--- config.mk ---
export PLATFORM = sky130hd
export DESIGN_NAME = uart_tx
export DESIGN_NICKNAME = d
export VERILOG_FILES = /design/src/rtl/uart_pkg.sv /design/src/rtl/uart_tx_baud_gen.sv /design/src/rtl/uart_tx.sv
export SDC_FILE = /design/constraint.sdc
export NUM_CORES = 1
export LEC_CHECK = 0
export CAP_MARGIN = 20
export CORE_MARGIN = 2
export CORE_UTILIZATION = 40
export DETAILED_ROUTE_END_ITERATION = 6
export GPL_TIMING_DRIVEN = 0
export PLACE_DENSITY = 0.69
export SYNTH_ARGS = -nofsm -noshare
export SYNTH_HDL_FRONTEND = slang
export SYNTH_SLANG_ARGS = --single-unit
--- constraint.sdc ---
create_clock -name clk_32 -period 2.05 [get_ports clk_32]
set_input_delay 0.3075 -clock clk_32 [delete_from_list [all_inputs] [get_ports clk_32]]
set_output_delay 0.3075 -clock clk_32 [all_outputs]
set_load 0.005 [all_outputs]
--- src/rtl/uart_pkg.sv ---
// Shared types and default constants for the UART transmitter slice.
package uart_pkg;

  localparam int UART_DATA_WIDTH   = 8;
  localparam int UART_CLKS_PER_BIT = 32;

  typedef enum logic [2:0] {
    IDLE   = 3'd0,
    START  = 3'd1,
    DATA   = 3'd2,
    PARITY = 3'd3,
    STOP   = 3'd4
  } tx_state_t;

endpackage

--- src/rtl/uart_tx_baud_gen.sv ---
// Bit-period counter: counts 0..CLKS_PER_BIT-1 and flags the last cycle of each bit.
module uart_tx_baud_gen #(
  parameter int CLKS_PER_BIT = 32
) (
  input  logic clk_32,
  input  logic rst,
  input  logic clear,
  output logic bit_done
);

  localparam int CNT_W = (CLKS_PER_BIT > 1) ? $clog2(CLKS_PER_BIT) : 1;
  localparam logic [CNT_W-1:0] LAST_COUNT = CNT_W'(CLKS_PER_BIT - 1);

  logic [CNT_W-1:0] count;

  // Restarting on bit_done keeps every bit exactly CLKS_PER_BIT cycles long.
  always_ff @(posedge clk_32 or posedge rst) begin
    if (rst) begin
      count <= '0;
    end else if (clear || bit_done) begin
      count <= '0;
    end else begin
      count <= count + 1'b1;
    end
  end

  assign bit_done = (count == LAST_COUNT);

endmodule

--- src/rtl/uart_tx.sv ---
// UART transmitter: start bit, LSB-first data, optional parity, one stop bit.
module uart_tx
  import uart_pkg::*;
#(
  parameter int DATA_WIDTH   = UART_DATA_WIDTH,
  parameter int CLKS_PER_BIT = UART_CLKS_PER_BIT
) (
  input  logic                  clk_32,
  input  logic                  rst,
  input  logic [DATA_WIDTH-1:0] tx_data,
  input  logic                  tx_valid,
  output logic                  tx_ready,
  input  logic                  par_en,
  input  logic                  par_type,
  output logic                  tx_out,
  output logic                  busy
);

  localparam logic [2:0] ST_IDLE   = IDLE;
  localparam logic [2:0] ST_START  = START;
  localparam logic [2:0] ST_DATA   = DATA;
  localparam logic [2:0] ST_PARITY = PARITY;
  localparam logic [2:0] ST_STOP   = STOP;

  localparam int IDX_W = (DATA_WIDTH > 1) ? $clog2(DATA_WIDTH) : 1;
  localparam logic [IDX_W-1:0] LAST_IDX = IDX_W'(DATA_WIDTH - 1);

  logic [2:0]            state;
  logic [DATA_WIDTH-1:0] data_reg;
  logic                  par_en_reg;
  logic                  par_type_reg;
  logic [IDX_W-1:0]      bit_idx;
  logic [IDX_W-1:0]      next_idx;
  logic                  parity_bit;
  logic                  bit_done;
  logic                  baud_clear;

  assign tx_ready   = (state == ST_IDLE);
  assign busy       = ~tx_ready;
  assign baud_clear = tx_ready;
  assign next_idx   = bit_idx + 1'b1;
  assign parity_bit = (^data_reg) ^ par_type_reg;

  uart_tx_baud_gen #(
    .CLKS_PER_BIT(CLKS_PER_BIT)
  ) u_baud_gen (
    .clk_32  (clk_32),
    .rst     (rst),
    .clear   (baud_clear),
    .bit_done(bit_done)
  );

  // tx_out is registered and updated one cycle ahead of the bit it belongs to.
  always_ff @(posedge clk_32 or posedge rst) begin
    if (rst) begin
      state        <= ST_IDLE;
      data_reg     <= '0;
      par_en_reg   <= 1'b0;
      par_type_reg <= 1'b0;
      bit_idx      <= '0;
      tx_out       <= 1'b1;
    end else begin
      case (state)
        ST_IDLE: begin
          if (tx_valid) begin
            data_reg     <= tx_data;
            par_en_reg   <= par_en;
            par_type_reg <= par_type;
            bit_idx      <= '0;
            tx_out       <= 1'b0;
            state        <= ST_START;
          end
        end
        ST_START: begin
          if (bit_done) begin
            tx_out  <= data_reg[0];
            bit_idx <= '0;
            state   <= ST_DATA;
          end
        end
        ST_DATA: begin
          if (bit_done) begin
            if (bit_idx == LAST_IDX) begin
              if (par_en_reg) begin
                tx_out <= parity_bit;
                state  <= ST_PARITY;
              end else begin
                tx_out <= 1'b1;
                state  <= ST_STOP;
              end
            end else begin
              bit_idx <= next_idx;
              tx_out  <= data_reg[next_idx];
            end
          end
        end
        ST_PARITY: begin
          if (bit_done) begin
            tx_out <= 1'b1;
            state  <= ST_STOP;
          end
        end
        ST_STOP: begin
          if (bit_done) begin
            state <= ST_IDLE;
          end
        end
        default: begin
          tx_out <= 1'b1;
          state  <= ST_IDLE;
        end
      endcase
    end
  end

endmodule

==> flow_summary.toml <==
[status]
status = "completed"

[job]
drv_cap = 0

[timing]
finalCritPeriodShare_pct = 96.8
tightestPinTransition_ns = 0.839
drv_slew = 0
maxSlewHeadroom_pct = 44.0
setup_viol = 0
hold_violations = 0
setup_slack_ns = 0.0657
period_minus_slack_ns = 1.98
timing.fmax_ghz = 0.504
fin_skew_ns = 0.00289

[setup_path]
cpPeakStageDelay_ns = 0.40
crit_buf_inv = 1
crit_start = "u_baud_gen.count[0]"
cpMaxStageDelayCell = "dfrtp_1"
reg2reg_from = "u_baud_gen.count[0]"
cp_max_fo = 7
cp_cell_sequence = "ha_2, and3_4, ha_4, inv_4, o32a_1, nor2_2, mux2_4"
setup.worst_path.class = "reg2reg"
end_kind = "flip-flop"
cp.required_ns = 2.27
cp_top_family = "flip-flops"
startpoint_type = "flip-flop"
r2r_setup_slack_ns = 0.07
cp_data_arrival_time_ns = 2.20

[placed_design]
place_hpwl_mm = 1.66
placed_area_mm2 = 0.00142
place_ws_ns = -0.0669
gp_congestion = 0.695
port_buffers = 15

[routing]
wl_per_cell_um = 13.7
drtIter0Drc = 10
drtAntennaViolNets = 0
drt_wl_total_mm = 2.25
vias_per_cell = 5.41
vias = 893
drtPass1Iterations = 4
drc = 0

[final_layout]
multi_input_area_um2 = 642
fin_nets = 150
fillers = 270
design_area_mm2 = 0.00149
postLayoutCoreUtil_pct = 50.1
largest_reg_flops = 8
regArea_um2 = 552
antennaDiodeCount = 0
drive_above_1_share_pct = 16.7
syn_to_final_growth_pct = 21.9

[floorplanning]
io_pins = 16
row_count = 20
start_util_pct = 41.1
die_height_um = 59.3
dieArea_mm2 = 0.00352
die_width_um = 59.3
core_region_area_mm2 = 0.00298

[cts]
cts_root_buf = "clkbuf_4"
clkSlewWorstSetupHoldPaths_ns = 0.12
postCtsHoldBufs = 0
cts_buffer_depth = 2
cts_buffers = 3
cts_sinks = 22
htree_num_levels = 1
worstSkewPairLatency_ns = 0.32
cts_tree = "done"

[worst_hold_path]
hold_path.class = "in2async"

[global_route]
busiest_layer = "met2"
met2_usage_pct = 25.4
grt_pass1_wl_mm = 3.84
grt_overflow = 0
track_usage_pct = 14.5
grt_use_met3_pct = 2.18
grtUsageMet1_pct = 17.2
grt_max_degree = 23
grt_pass1_vias = 886
antenna_found_initial = 0

[yosys]
ys_seq_area_share_pct = 45.0
ys_async_sr_fraction_pct = 100
yosysWarnings = 0
ys.flop_type = "dfrtp_1"
ys_types = 40
netlist_instances = 112
syn_nets = 129
syn-cell-area_mm2 = 0.00122
synth_area_leaders = "dfrtp_1, mux2_1, ha_1"
avgSynthCellArea_um2 = 10.9
ys_ff_latch = 22
synth-edff-count = 0
synth.top_cell.area_share_pct = 42.9
synth_top_area_cell = "dfrtp_1"

[power]
vdd_ir_drop_max_mv = 0.807
total_power_mw = 1.79
leakage_nw = 0.647
power_density_mw_per_mm2 = 1200
==> final cells by class <==
cell class,instances,share of cell area [%]
tap,33,2.77
timing repair buffer,16,10.6
multi-input combinational,78,43.0
clock buffer,4,2.43
sequential,22,37.0
buffer,5,2.35
inverter,7,1.93
==> worst paths after layout <==
| kind | depth (start not counted) | endpoint |
|---|---|---|
| setup / recovery | 7 | bit_idx[0] |
| hold / removal | 2 | u_baud_gen.count[4] |
| setup reg to reg | 7 | bit_idx[0] |
| hold reg to reg | 1 | u_baud_gen.count[0] |
| max in group asynchronous | 2 | data_reg[1] |
| min in group clk_32 | 1 | u_baud_gen.count[0] |
==> logic make-up after synthesis <==
kind of cell / share of synthesized area [%]
AND/OR/NAND/NOR: 13.4
flip-flops: 45.0
AO/OA/AOI/OAI: 11.8
multiplexers: 12.5
buffers and inverters: 5.00
XOR/XNOR: 8.17
adder cells (fa/ha/maj): 4.09
==> what timing repair did <==
action	in CTS	in global routing
pin swaps	0	4
endpoints found under the setup margin	2	2
setup buffers	0	1
gates resized for setup	2	5
cloned	0	0
==> layer usage <==
layer,share of wire [%],wire length (um),up-vias
li1,-,-,438
met1,43,966,436
met2,51,1160,14
met3,3.4,77,5
met4,2.1,48,0
met5,0,0,-
==> cells in the final DEF (no fill, tap or decap), types with 2 or more instances in the layout <==
cell	count
o21ai_1	6
clkdlybuf4s50_1	15
a31oi_1	3
nand2_1	6
inv_1	5
nand3_1	5
xnor2_1	5
ha_1	2
buf_4	3
nor2_1	6
mux2_1	9
nor3_1	4
dfrtp_1	21
clkbuf_4	3
and3_1	2
mux2i_1	4
xor2_1	2
==> cell usage after synthesis, types with 3 or more instances <==
cell type  number
nor2_1          6
mux2i_1         4
nand3_1         5
mux2_1         10
ha_1            4
o21ai_1         6
dfrtp_1        21
nand2_1         6
a31oi_1         3
nor3_1          4
inv_1           5
xnor2_1         5
and3_1          3
==> through the flow <==
step	std cells	setup TNS, ns	hold WS [ns]
after floorplan	112	0	0.296
after global placement	160	-0.0399	0.455
after detailed placement	160	-0.0669	0.470
after CTS	164	0	0.482
after global routing	165	-0.0151	0.532
final	165	0	0.441
==> power by group <==
group	total, mW	internal (mW)	leakage [nW]	switching, mW
Combinational	0.788	0.480	0.356	0.308
Sequential	0.756	0.607	0.271	0.149
Clock	0.249	0.109	0.0210	0.141
Power figures use the tool's default switching activity.
